==> src/rtl/conv_window_ctrl.sv <==
// Window sequencer for one convolution layer: walks the output map, launches the CIM
// tiles per window and holds their outputs until conv_func has drained them.
module conv_window_ctrl #(
    parameter int IMG_DIM      = 8,
    parameter int KERNEL_DIM   = 3,
    parameter int OUT_DIM      = IMG_DIM - KERNEL_DIM + 1,
    parameter int IBUF_LATENCY = 1,
    parameter int CNT_W        = $clog2(IMG_DIM),
    parameter int PIX_W        = (OUT_DIM > 1) ? $clog2(OUT_DIM * OUT_DIM) : 1
) (
    input  logic             clk,
    input  logic             rst,
    input  logic             i_start,
    output logic             o_ready,
    output logic [CNT_W-1:0] o_row,
    output logic [CNT_W-1:0] o_col,
    output logic [PIX_W-1:0] o_pixel_idx,
    output logic             o_cim_start,
    input  logic             i_cim_ready,
    output logic             o_func_start,
    input  logic             i_func_ready,
    input  logic             i_func_done,
    output logic             o_done
);

    localparam int WAIT_W = (IBUF_LATENCY > 1) ? $clog2(IBUF_LATENCY) : 1;
    localparam logic [CNT_W-1:0] LAST = CNT_W'(OUT_DIM - 1);

    typedef enum logic [2:0] {
        S_IDLE,
        S_LOAD,
        S_CIM_GO,
        S_CIM_WAIT,
        S_FUNC_REQ,
        S_FUNC_WAIT,
        S_DONE
    } state_t;

    state_t            state_reg;
    logic [CNT_W-1:0]  row_reg;
    logic [CNT_W-1:0]  col_reg;
    logic [PIX_W-1:0]  pix_reg;
    logic [WAIT_W-1:0] wait_reg;
    logic              cim_first_reg;
    logic              ready_reg;
    logic              cim_start_reg;
    logic              func_start_reg;
    logic              done_reg;

    always_ff @(posedge clk) begin
        if (!rst) begin
            state_reg      <= S_IDLE;
            row_reg        <= '0;
            col_reg        <= '0;
            pix_reg        <= '0;
            wait_reg       <= '0;
            cim_first_reg  <= 1'b0;
            ready_reg      <= 1'b1;
            cim_start_reg  <= 1'b0;
            func_start_reg <= 1'b0;
            done_reg       <= 1'b0;
        end else begin
            cim_start_reg <= 1'b0;
            done_reg      <= 1'b0;
            case (state_reg)
                S_IDLE: begin
                    wait_reg <= '0;
                    if (i_start) begin
                        state_reg <= S_LOAD;
                        ready_reg <= 1'b0;
                    end
                end
                S_LOAD: begin
                    // Give the im2col path time to settle on the new origin.
                    if (wait_reg == WAIT_W'(IBUF_LATENCY - 1)) begin
                        state_reg     <= S_CIM_GO;
                        cim_start_reg <= 1'b1;
                    end else begin
                        wait_reg <= wait_reg + WAIT_W'(1);
                    end
                end
                S_CIM_GO: begin
                    state_reg     <= S_CIM_WAIT;
                    cim_first_reg <= 1'b1;
                end
                S_CIM_WAIT: begin
                    // The CIM may still show ready in the first cycle after the launch.
                    cim_first_reg <= 1'b0;
                    if (!cim_first_reg && i_cim_ready) begin
                        state_reg      <= S_FUNC_REQ;
                        func_start_reg <= 1'b1;
                    end
                end
                S_FUNC_REQ: begin
                    if (!i_func_ready) begin
                        state_reg      <= S_FUNC_WAIT;
                        func_start_reg <= 1'b0;
                    end
                end
                S_FUNC_WAIT: begin
                    if (i_func_done) begin
                        if (row_reg == LAST && col_reg == LAST) begin
                            state_reg <= S_DONE;
                            done_reg  <= 1'b1;
                        end else begin
                            state_reg <= S_LOAD;
                            wait_reg  <= '0;
                            pix_reg   <= pix_reg + PIX_W'(1);
                            if (col_reg == LAST) begin
                                col_reg <= '0;
                                row_reg <= row_reg + CNT_W'(1);
                            end else begin
                                col_reg <= col_reg + CNT_W'(1);
                            end
                        end
                    end
                end
                S_DONE: begin
                    state_reg <= S_IDLE;
                    ready_reg <= 1'b1;
                    row_reg   <= '0;
                    col_reg   <= '0;
                    pix_reg   <= '0;
                end
                default: begin
                    state_reg      <= S_IDLE;
                    ready_reg      <= 1'b1;
                    func_start_reg <= 1'b0;
                end
            endcase
        end
    end

    assign o_ready      = ready_reg;
    assign o_row        = row_reg;
    assign o_col        = col_reg;
    assign o_pixel_idx  = pix_reg;
    assign o_cim_start  = cim_start_reg;
    assign o_func_start = func_start_reg;
    assign o_done       = done_reg;

endmodule

==> config.mk <==
export PLATFORM = sky130hd
export DESIGN_NAME = conv_window_ctrl
export DESIGN_NICKNAME = d
export VERILOG_FILES = /design/src/rtl/conv_window_ctrl.sv
export SDC_FILE = /design/constraint.sdc
export NUM_CORES = 1
export LEC_CHECK = 0
export BUFFER_PORTS_ARGS = -buffer_cell sky130_fd_sc_hd__buf_2
export CORE_UTILIZATION = 49
export CTS_BUF_LIST = sky130_fd_sc_hd__clkbuf_8 sky130_fd_sc_hd__clkbuf_16
export CTS_CLUSTER_DIAMETER = 60
export DETAILED_ROUTE_END_ITERATION = 10
export PLACE_DENSITY = 0.83
export SYNTH_ARGS = -nofsm -noshare
export SYNTH_HDL_FRONTEND = slang
export SYNTH_SLANG_ARGS = --single-unit
==> constraint.sdc <==
create_clock -name clk -period 2.09 [get_ports clk]
set_input_delay 0.5225 -clock clk [delete_from_list [all_inputs] [get_ports clk]]
set_output_delay 0.5225 -clock clk [all_outputs]
set_load 0.01 [all_outputs]
* After elaboration in Yosys (flattened, before gate mapping)
Index checks and enable logic that the tools add are counted.
** Storage, ports and cells
- Register bits after elaboration :: 21
- Output and inout port bits :: 16
- Word-level logic and storage cells :: 78
** Cells by class
- $add $sub $neg :: 4
- Equality and inequality tests :: 15
- Multiplexer cells :: 30
- Bitwise gates (word level) :: 2
- Reductions and logical operators :: 17
** Operators with widths (number)
- two-way mux 3 bit :: 12
- case mux 3 bit (6 select lines) :: 1
- == test 3 bit, second input constant :: 5
- inequality test 2 bit, second input constant :: 7
- two-way mux 6 bit :: 2
- case mux 3 bit (2 select lines) :: 2
- case mux 6 bit (2 select lines) :: 1
- AND reduction 3 bit :: 4
- OR reduction 5 bit :: 2
- two-way mux 1 bit :: 8
- adder 3 x 1 -> 3 bit, second input constant :: 2
- adder 6 x 1 -> 6 bit, second input constant :: 1
- == test 3 x 2 -> 1 bit, second input constant :: 2
- case mux 1 bit (3 select lines) :: 2
- AND reduction 5 bit :: 1
- case mux 1 bit (2 select lines) :: 2
- AND reduction 2 bit :: 2
- AND reduction 4 bit :: 1
- nonzero test 2 bit :: 2
- == test 3 x 1 -> 1 bit, second input constant :: 1
- zero test 3 bit :: 1
- nonzero test 3 bit :: 1
- logical AND 1 bit :: 2
- NOT 1 bit :: 2
- other kinds (2) :: 2

* Longest topological paths before layout
Gate-level depths: netlist (run 1).
- Word-level depth :: 5
- Gate-level depth with buffers :: 7
- Gate-level depth less buffers :: 7

* Worst setup path before layout (run 1)
OpenSTA, ideal clock, no wires.
- Path kind :: reg-to-reg
- Start point :: reg row_reg[1] (netlist: o_row[1])
- End point :: reg pix_reg[5] (netlist: o_pixel_idx[5])
- Arrival time :: 1.586 ns
- Required time :: 2.020 ns
- Path slack :: 0.434 ns
- Stages on the path, launching flop included :: 7
- Path buffers :: 0
- Clock period less this slack :: 1.656 ns
- Cells stage by stage :: dfxtp_1 inv_1 ha_1 a31o_4 a21o_4 or3_1 a21oi_1
** Between the ends
- Word-level cells in the longest chain between the ends :: 4
** Ends and longest elaborated chain
- start, declared :: RTL line 40 : logic [CNT_W-1:0] row_reg;
- start signal, assigned :: RTL line 111 : row_reg <= row_reg + CNT_W'(1);
- == test 3 bit :: RTL line 102 : if (row_reg == LAST && col_reg == LAST) begin
- logical AND 1 bit :: RTL line 102
- inequality test 2 bit (no line)
- AND reduction 3 bit (no line)
- end signal, assigned :: RTL line 108 : pix_reg <= pix_reg + PIX_W'(1);
- end, declared :: RTL line 42 : logic [PIX_W-1:0] pix_reg;
Every way passes these cells.
A chain may end at the register's enable or synchronous reset.

* Final worst setup path (run 1)
- Start point :: reg state_reg[0]
- End point :: reg pix_reg[5] (netlist: o_pixel_idx[5])
** Between the ends
- Word-level cells in the longest chain between the ends :: 3
- Elaborated cells between the ends (all ways) :: 7
- Classes of those cells :: 4 x eq/ne; 1 x mux; 2 x reduce/logical
** Ends and longest elaborated chain
- start, declared :: RTL line 39 : state_t state_reg;
- start signal, assigned :: RTL line 52 : state_reg <= S_IDLE;
- start signal, assigned :: RTL line 69 : state_reg <= S_LOAD;
- start signal, assigned :: RTL line 76 : state_reg <= S_CIM_GO;
- == test 3 bit :: RTL line 65 : case (state_reg)
- inequality test 2 bit (no line) or nonzero test 2 bit (tied branches)
- AND reduction 3 bit (no line)
Parallel ways exist; a longest one is shown, timed or not.

==> results.py, run 1 <==
metrics = {
    "clocking": {
        "cts_tree": "built",
        "clock_latency_ns": 0.25,
        "clock_path_buffers": 2,
        "ctsResizeCount": 0,
        "cts_made_buffers": 3,
        "cts_sinks": 20,
        "post_cts_buffers": 0,
        "cts_hold_buffers": 0,
        "cts_max_level": 1,
        "cts-root-buf": "clkbuf_8",
        "clkTransAtPathRegs_ns": 0.07,
    },
    "sta": {
        "skew_ns": 0.00444,
        "drv_slew": 0,
        "relSlewSlack": 0.776,
        "final_period_minus_worst_setup_slack_ns": 1.74,
        "period_share": 0.831,
        "tightest_slew_ns": 0.333,
        "fmax_mhz": 575,
        "setup_slack_ns": 0.352,
        "setup_tns_ns": 0,
        "setup_viol": 0,
        "rsz0062_at_grt": "no",
        "hold_violations": 0,
    },
    "route": {
        "wirelength_mm": 2.06,
        "drc": 0,
        "ant_nets": 0,
        "dr_wl_met3_um": 100,
        "drt_iter0_drc": 11,
        "vias_per_cell": 5.45,
        "routed-wl-met2_um": 974,
        "wl_met1_um": 949,
        "dr.max_layer_used": "met4",
        "drtPass1Iterations": 4,
        "wl_per_cell_um": 12.0,
        "vias": 932,
    },
    "synth": {
        "synth_edf_count": 0,
        "async_reset_ff_frac": 0,
        "yosysUniqueCellTypes": 34,
        "ys_ff_latch": 20,
        "synthesis.area_um2": 1020,
        "syn_avg_cell_area_um2": 8.41,
        "yosysSeqAreaShare": 0.394,
        "ys_warn_count": 0,
        "synthFlopType": "dfxtp_1",
        "synthCells": 121,
        "syn_nets": 130,
    },
    "power": {
        "total_power_mw": 0.774,
        "p_sw_frac": 0.232,
        "power_density_nw_per_um2": 639,
        "power.share.combinational": 0.108,
        "clkPwrFrac": 0.370,
        "p_leak_nw": 0.497,
        "p_sw_mw": 0.180,
        "p_int_mw": 0.594,
        "p_seq_frac": 0.522,
        "worst_ir_drop_vdd_mv": 0.536,
    },
    "placed_design": {
        "place.gp.congestion": 0.827,
        "numPortBuffers": 21,
        "place_hpwl_mm": 1.49,
        "pre_cts_ws_ns": 0.275,
    },
    "critical_path": {
        "endpoint_kind": "flip-flop",
        "startpoint": "state_reg[0]",
        "cp.required_ns": 2.27,
        "path_max_fanout": 10,
        "start_kind": "flip-flop",
        "critPathArrivalTime_ns": 1.92,
        "rr_startpoint": "state_reg[0]",
        "worstSetupPathType": "reg -> reg",
    },
    "layout": {
        "n_antenna_cell": 0,
        "drive_gt1_frac": 0.215,
        "final_util": 0.617,
        "final_nets": 154,
        "largest_reg_flops": 6,
        "area_growth_pct": 19.1,
        "fillers": 197,
    },
    "min_path": {
        "min_path_type": "reg -> reg",
        "min-delay-start": "o_pixel_idx[5]",
    },
    "floorplan": {
        "core.rowCount": 16,
        "io_pins": 22,
        "die_x_um": 47.6,
        "dieArea_um2": 2260,
        "die_h_um": 47.6,
        "core_area_um2": 1960,
        "start_util": 0.518,
    },
    "grt": {
        "grt_pass1_vias": 763,
        "grt-ovfl-total": 0,
        "grt_pass1_wl_mm": 3.19,
        "grt_max_degree": 13,
        "antenna_found_initial": 0,
        "grt_use_total": 0.199,
    },
    "run_status": {
        "status": "finished clean",
    },
    "job": {
        "cap_violations": 0,
    },
}
[area by class of cell]
class	count	area, um^2	area share
multi-input cells	91	576	0.475
flip-flops and latches	20	400	0.331
repair buffers	24	128	0.105
clock buffers	4	55.1	0.0455
well taps	27	33.8	0.0279
inverters	5	18.8	0.0155
[cell families (layout without fill, tap and decap cells)]
group                    after synthesis  in the layout  synth area share
AO/OA/AOI/OAI                         30             30             0.200
AND/OR/NAND/NOR                       50             50             0.256
flip-flops                            20             20             0.394
adder cells (fa/ha/maj)                3              3            0.0369
buffers and inverters                 10             33            0.0406
multiplexers                           3              3            0.0295
XOR/XNOR                               5              5            0.0431
[layout by cell type (no fill, tap or decap), types with 4 or more instances in the layout]
cell type  instances
nor3_1             6
a21oi_1           13
o21ai_0            6
nor2_1            15
clkbuf_8           4
inv_1              5
nand2_1           10
dfxtp_1           20
buf_2             21
[metal layers]
metal  GRT usage  vias to the layer above
li1            -                      478
met1       0.265                      421
met2       0.304                       28
met3      0.0377                        5
met4       0.106                        0
met5           0                        -
[cell usage after synthesis, types with 2 or more instances]
cell / count / area (um^2)
clkbuf_1: 4 / 15.0
inv_1: 5 / 18.8
mux2i_1: 3 / 30.0
nor3_1: 6 / 30.0
and4_1: 3 / 26.3
a21boi_0: 2 / 15.0
ha_1: 3 / 37.5
nand4_1: 2 / 12.5
dfxtp_1: 20 / 400
xor2_1: 2 / 17.5
nor2_1: 15 / 56.3
a21oi_1: 13 / 65.1
nand2_1: 10 / 37.5
nand3_1: 2 / 10.0
and3b_1: 2 / 17.5
o21ai_0: 6 / 30.0
xnor2_1: 3 / 26.3
o31ai_1: 2 / 15.0
nand3b_1: 3 / 22.5
[through the flow]
stage	hold slack (ns)	std cells	area (um^2)
2_1_floorplan	0.486	121	1020
3_3_place_gp	0.470	167	1160
3_5_place_dp	0.497	167	1160
4_1_cts	0.511	171	1210
5_1_grt	0.526	171	1210
6_report	0.517	171	1210
[path summary, 6_finish.rpt]
path / end / slack (ns) / cells past startpoint
max: o_pixel_idx[5] / 0.35 / 5
min: o_pixel_idx[5] / 0.52 / 2
max reg2reg: o_pixel_idx[5] / 0.35 / 5
min reg2reg: o_pixel_idx[5] / 0.52 / 2
[critical path, stage by stage (launching register included)]
cell      delay (ns)
dfxtp_1         0.50
nand3b_1        0.18
a31o_4          0.26
a21o_4          0.24
or3_1           0.34
a21oi_1         0.15
[power by group through the flow]
| stage | sequential [mW] | clock [mW] | combinational [mW] |
|---|---|---|---|
| detailed placement | 0.413 | 0 | 0.0830 |
| floorplan | 0.408 | 0 | 0.0648 |
| CTS | 0.404 | 0.297 | 0.0837 |
| finish | 0.404 | 0.287 | 0.0836 |
| global placement | 0.412 | 0 | 0.0818 |
| global route | 0.406 | 0.316 | 0.0941 |
(Power assumes the default switching activity.)
==> run 2: changes to the inputs <==
CORE_ASPECT_RATIO = 0.6   (was default)
CORE_UTILIZATION = 47   (was 49)
clock period = 1.4 ns   (was 2.09 ns; I/O delays follow)
==> results.py, run 2 (same netlist as run 1, synthesis figures left out) <==
metrics = {
    "clocking": {
        "cts_hold_buffers": 0,
        "cts_sinks": 20,
        "clock_path_buffers": 2,
        "cts-root-buf": "clkbuf_8",
        "cts_made_buffers": 3,
        "clkTransAtPathRegs_ns": 0.07,
        "cts_max_level": 1,
        "clock_latency_ns": 0.26,
        "cts_tree": "built",
    },
    "run_status": {
        "status": "finished, violations left",
        "violations": "setup timing",
    },
    "critical_path": {
        "rrSetupSlack_ns": -0.11,
        "rr_startpoint": "state_reg[1]",
        "cp_slowest_cell": "dfxtp_2",
        "endpoint_kind": "flip-flop",
        "worstPathCellList": "nand3b_1 > a31o_4 > a21o_4 > or3_1 > a21oi_1",
        "worstSetupPathType": "reg -> reg",
        "r2r-end": "o_pixel_idx[5]",
        "crit_path_max_incr_delay_ns": 0.33,
        "path_max_fanout": 3,
        "path_delay_family": "compound AO/OA/AOI/OAI gates",
        "critPathArrivalTime_ns": 1.70,
        "start_kind": "flip-flop",
        "r2r_cells": 5,
        "crit_buf_inv": 0,
        "cp.required_ns": 1.60,
    },
    "layout": {
        "area_growth_pct": 40.7,
        "n_antenna_cell": 0,
        "seq_area_um2": 408,
        "drive_gt1_frac": 0.415,
        "final_common_cell": "buf_4",
        "fin_cells": 192,
        "multiInputGateArea_um2": 643,
        "fillers": 146,
        "final_cell_mix": "22 x buf_4, 21 x buf_2, 16 x dfxtp_1",
        "final_nets": 174,
        "largest_reg_flops": 6,
    },
    "sta": {
        "relSlewSlack": 0.840,
        "final_period_minus_worst_setup_slack_ns": 1.51,
        "setup_slack_ns": -0.106,
        "hold_violations": 0,
        "setup_viol": 6,
        "period_share": 1.08,
        "drv_slew": 0,
        "skew_ns": 0.00167,
        "fmax_mhz": 664,
        "rsz0062_at_grt": "yes",
        "tightest_slew_ns": 0.238,
    },
    "power": {
        "total_power_mw": 1.17,
        "worst_ir_drop_vdd_mv": 0.625,
        "p_leak_nw": 0.604,
        "power_density_nw_per_um2": 816,
    },
    "grt": {
        "grt_pass1_wl_mm": 4.22,
        "grt_use_total": 0.258,
        "grt-ovfl-total": 0,
        "grt_pass1_vias": 945,
        "antenna_found_initial": 0,
        "grt_max_degree": 13,
    },
    "route": {
        "wirelength_mm": 2.76,
        "vias": 1065,
        "ant_nets": 0,
        "vias_per_cell": 5.55,
        "drc": 0,
        "drtPass1Iterations": 4,
        "drt_iter0_drc": 73,
        "wl_per_cell_um": 14.4,
    },
    "min_path": {
        "min_path_type": "in -> reg",
        "hold_depth": 2,
        "min-delay-start": "rst",
        "holdPathEnd": "o_ready",
    },
    "placed_design": {
        "numPortBuffers": 21,
        "place.gp.congestion": 0.841,
        "place_hpwl_mm": 2.01,
        "place_inst": 186,
    },
    "floorplan": {
        "core.rowCount": 12,
        "core_area_um2": 1940,
        "die_x_um": 62.1,
        "die_h_um": 38.0,
        "io_pins": 22,
        "start_util": 0.525,
        "dieArea_um2": 2360,
    },
    "job": {
        "cap_violations": 0,
    },
}
run 2: worst register-to-register path, delay by kind of cell, from the launching register on:
kind               cells  cell delay, ns
AOI/OAI and AO/OA      3            0.58
DFF                    1            0.33
and+or+nand+nor        2            0.52
run 2: layout make-up:
class                   instances  area share
clock buffers                   3      0.0288
repair buffers                 44       0.197
flip-flops and latches         20       0.285
clock inverters                 1     0.00262
inverters                       5      0.0131
well taps                      28      0.0245
multi-input cells              91       0.449
run 2: worst max path at each step:
stage,cells after the start,start,to
2_1_floorplan,5,o_col[1],o_pixel_idx[5]
3_3_place_gp,6,i_func_done,o_pixel_idx[5]
3_5_place_dp,6,i_func_done,o_col[2]
4_1_cts,5,state_reg[1],o_pixel_idx[5]
5_1_grt,6,o_row[1],o_pixel_idx[5]
6_report,5,state_reg[1],o_pixel_idx[5]
run 2: report_power, final:
part	switching, mW	internal (mW)	leakage [nW]	total [mW]
logic	0.105	0.0823	0.413	0.187
clock network	0.188	0.195	0.0269	0.383
registers	0.0133	0.584	0.164	0.598
run 2: through the flow:
stage          utilization  cell area (um^2)  hold slack (ns)  setup TNS (ns)  setup WS [ns]
4_1_cts              0.723              1400            0.410          -0.354        -0.0967
3_5_place_dp         0.683              1320            0.493           -1.13         -0.221
6_report             0.739              1430            0.412          -0.258         -0.106
2_1_floorplan            -              1050            0.486          -0.116        -0.0893
3_3_place_gp         0.683              1320            0.471          -0.534        -0.0878
5_1_grt              0.739              1430            0.413          -0.540         -0.125
run 2: timing repair:
action                                 CTS  global route
pin swaps                                1             7
endpoints found under the hold margin    0             0
gates cloned                             0             0
resized for setup                        8             9
setup endpoints to repair               13            15
setup buffers                            0             2
run 2: routing by layer:
metal	up-vias	wire length, um	GRT usage
met3	4	145	0.0777
li1	517	-	-
met1	514	1230	0.327
met5	-	0	0
met2	30	1350	0.412
met4	0	36	0.100
==> run 3: changes to the inputs <==
ABC_AREA = 1   (was default)
CELL_PAD_IN_SITES_DETAIL_PLACEMENT = 1   (was default)
CELL_PAD_IN_SITES_GLOBAL_PLACEMENT = 1   (was default)
CORE_UTILIZATION = 33   (was 47)
==> results.py, run 3 <==
metrics = {
    "run_status": {
        "status": "finished clean",
    },
    "grt": {
        "antenna_found_initial": 0,
        "grt_pass1_vias": 1125,
        "grt_use_total": 0.188,
        "grt_pass1_wl_mm": 5.04,
        "grt-ovfl-total": 0,
        "grt_max_degree": 12,
    },
    "layout": {
        "final_util": 0.486,
        "fin_cells": 239,
        "n_antenna_cell": 0,
        "final_area_um2": 1450,
        "final_cell_mix": "41 x nand2_1, 21 x buf_2, 20 x inv_1",
        "final_nets": 207,
        "drive_gt1_frac": 0.320,
        "area_growth_pct": 33.8,
        "largest_reg_flops": 6,
        "final_common_cell": "nand2_1",
    },
    "synth": {
        "yosysTopAreaCell": "dfxtp_1",
        "synthFlopType": "dfxtp_1",
        "yosysSeqAreaShare": 0.370,
        "yosys-top-cells-area": "dfxtp_1 37%, nand2_1 15%, inv_1 7.3%",
        "ys_top_cells_by_count": "43 x nand2_1, 21 x inv_1, 20 x dfxtp_1",
        "ys_warn_count": 0,
        "synthesis.area_um2": 1080,
        "async_reset_ff_frac": 0,
        "syn_avg_cell_area_um2": 6.77,
        "yosysUniqueCellTypes": 23,
        "synth_edf_count": 0,
        "syn_nets": 169,
        "ys_ff_latch": 20,
        "synth.top_cell.area_share": 0.370,
        "synth_most_common_cell": "nand2_1",
        "synthCells": 160,
    },
    "power": {
        "p_seq_frac": 0.471,
        "p_sw_frac": 0.304,
        "clkPwrFrac": 0.327,
        "p_leak_nw": 0.700,
        "worst_ir_drop_vdd_mv": 0.405,
        "p_sw_mw": 0.425,
        "power.share.combinational": 0.202,
        "p_int_mw": 0.973,
        "total_power_mw": 1.40,
        "power_density_nw_per_um2": 964,
    },
    "critical_path": {
        "crit_top_cell": "nand2_2",
        "worstPathCellList": "inv_2 > ha_2 > nand2_2 > nor2_4 > buf_4 > nand2_2 > nand3b_1 > nand2_1 > a21oi_2",
        "cp_slowest_cell": "dfxtp_2",
        "crit_path_max_incr_delay_ns": 0.34,
        "path_max_fanout": 4,
        "cp.required_ns": 1.60,
        "worstSetupPathType": "reg -> reg",
        "endpoint_kind": "flip-flop",
        "start_kind": "flip-flop",
        "critPathArrivalTime_ns": 1.55,
    },
    "sta": {
        "setup_viol": 0,
        "period_share": 0.968,
        "tightest_slew_ns": 0.287,
        "drv_slew": 0,
        "skew_ns": 0.00438,
        "setup_slack_ns": 0.0448,
        "hold_violations": 0,
        "final_period_minus_worst_setup_slack_ns": 1.36,
        "relSlewSlack": 0.807,
        "fmax_mhz": 738,
    },
    "route": {
        "vias_per_cell": 4.76,
        "drtPass1Iterations": 4,
        "drt_iter0_drc": 53,
        "wl_per_cell_um": 14.1,
        "vias": 1137,
        "drc": 0,
        "wirelength_mm": 3.37,
        "ant_nets": 0,
    },
    "placed_design": {
        "numPortBuffers": 21,
        "dpl-instance-area_um2": 1310,
        "place.gp.congestion": 0.869,
        "place_inst": 232,
        "pre_cts_ws_ns": -0.0331,
        "place_hpwl_mm": 2.50,
    },
    "clocking": {
        "clkTransAtPathRegs_ns": 0.08,
        "clock_latency_ns": 0.27,
        "cts_tree": "built",
        "cts_sinks": 20,
        "cts_max_level": 1,
        "cts_made_buffers": 3,
        "cts_hold_buffers": 0,
        "cts-root-buf": "clkbuf_8",
        "clock_path_buffers": 2,
    },
    "min_path": {
        "min_path_type": "in -> reg",
    },
    "floorplan": {
        "dieArea_um2": 3520,
        "start_util": 0.363,
        "die_h_um": 46.4,
        "io_pins": 22,
        "core.rowCount": 15,
        "core_area_um2": 2980,
        "die_x_um": 76.0,
    },
    "job": {
        "cap_violations": 0,
    },
}
-- run 3: path summary, 6_finish.rpt --
| kind | start | to | slack (ns) | cells past startpoint |
|---|---|---|---|---|
| min | rst | o_ready | 0.31 | 2 |
| max | o_row[1] | state_reg[2] | 0.04 | 9 |
| max reg2reg | o_row[1] | state_reg[2] | 0.04 | 9 |
| min reg2reg | o_func_start | o_func_start | 0.46 | 2 |
-- run 3: through the flow --
step | setup TNS, ns | hold WS, ns
floorplan | 0 | 0.434
global placement | 0 | 0.442
detailed placement | -0.0345 | 0.460
CTS | 0 | 0.308
global route | -0.101 | 0.309
finish | 0 | 0.307
-- run 3: critical path: cells and delay by family (launching register included) --
kind,cells,cell delay [ns]
flops,1,0.34
compound gates,1,0.13
buf+inv,2,0.18
simple gates,5,0.46
fa+ha+maj,1,0.17
-- run 3: logic make-up (layout without fill, tap and decap cells) --
| kind of cell | count (synthesis) | count (layout) | share of synthesized area |
|---|---|---|---|
| xor+xnor | 5 | 5 | 0.0404 |
| flops | 20 | 20 | 0.370 |
| buf+inv | 26 | 62 | 0.0959 |
| fa+ha+maj | 3 | 3 | 0.0346 |
| compound gates | 21 | 21 | 0.100 |
| simple gates | 85 | 86 | 0.359 |
-- run 3: what timing repair did --
action                                  CTS  global route
endpoints found under the setup margin    6            15
cloned                                    0             1
endpoints found under the hold margin     0             0
pin swaps                                 0             4
resized for setup                         4            18
setup buffers                             0             2
-- run 3: area by class of cell --
type	instances	area, um^2
sequential	20	410
clock buffer	4	55.1
tap	42	52.6
fill	384	1530
inverter	24	95.1
timing repair buffer	34	203
multi-input combinational	115	634
-- run 3: power by group through the flow --
stage               logic (mW)  registers, mW  clock network, mW
global placement         0.253          0.655                  0
finish                   0.282          0.658              0.458
CTS                      0.266          0.651              0.471
detailed placement       0.264          0.662                  0
global route             0.315          0.665              0.496
floorplan                0.164          0.661                  0
-- run 3: routing by layer --
| layer | wire length (um) | GRT usage | vias to the layer above | share of wire |
|---|---|---|---|---|
| met3 | 128 | 0.0515 | 4 | 0.038 |
| li1 | - | - | 585 | - |
| met2 | 1540 | 0.313 | 24 | 0.46 |
| met4 | 21 | 0.0500 | 0 | 0.0062 |
| met5 | 0 | 0 | - | 0 |
| met1 | 1690 | 0.247 | 524 | 0.50 |
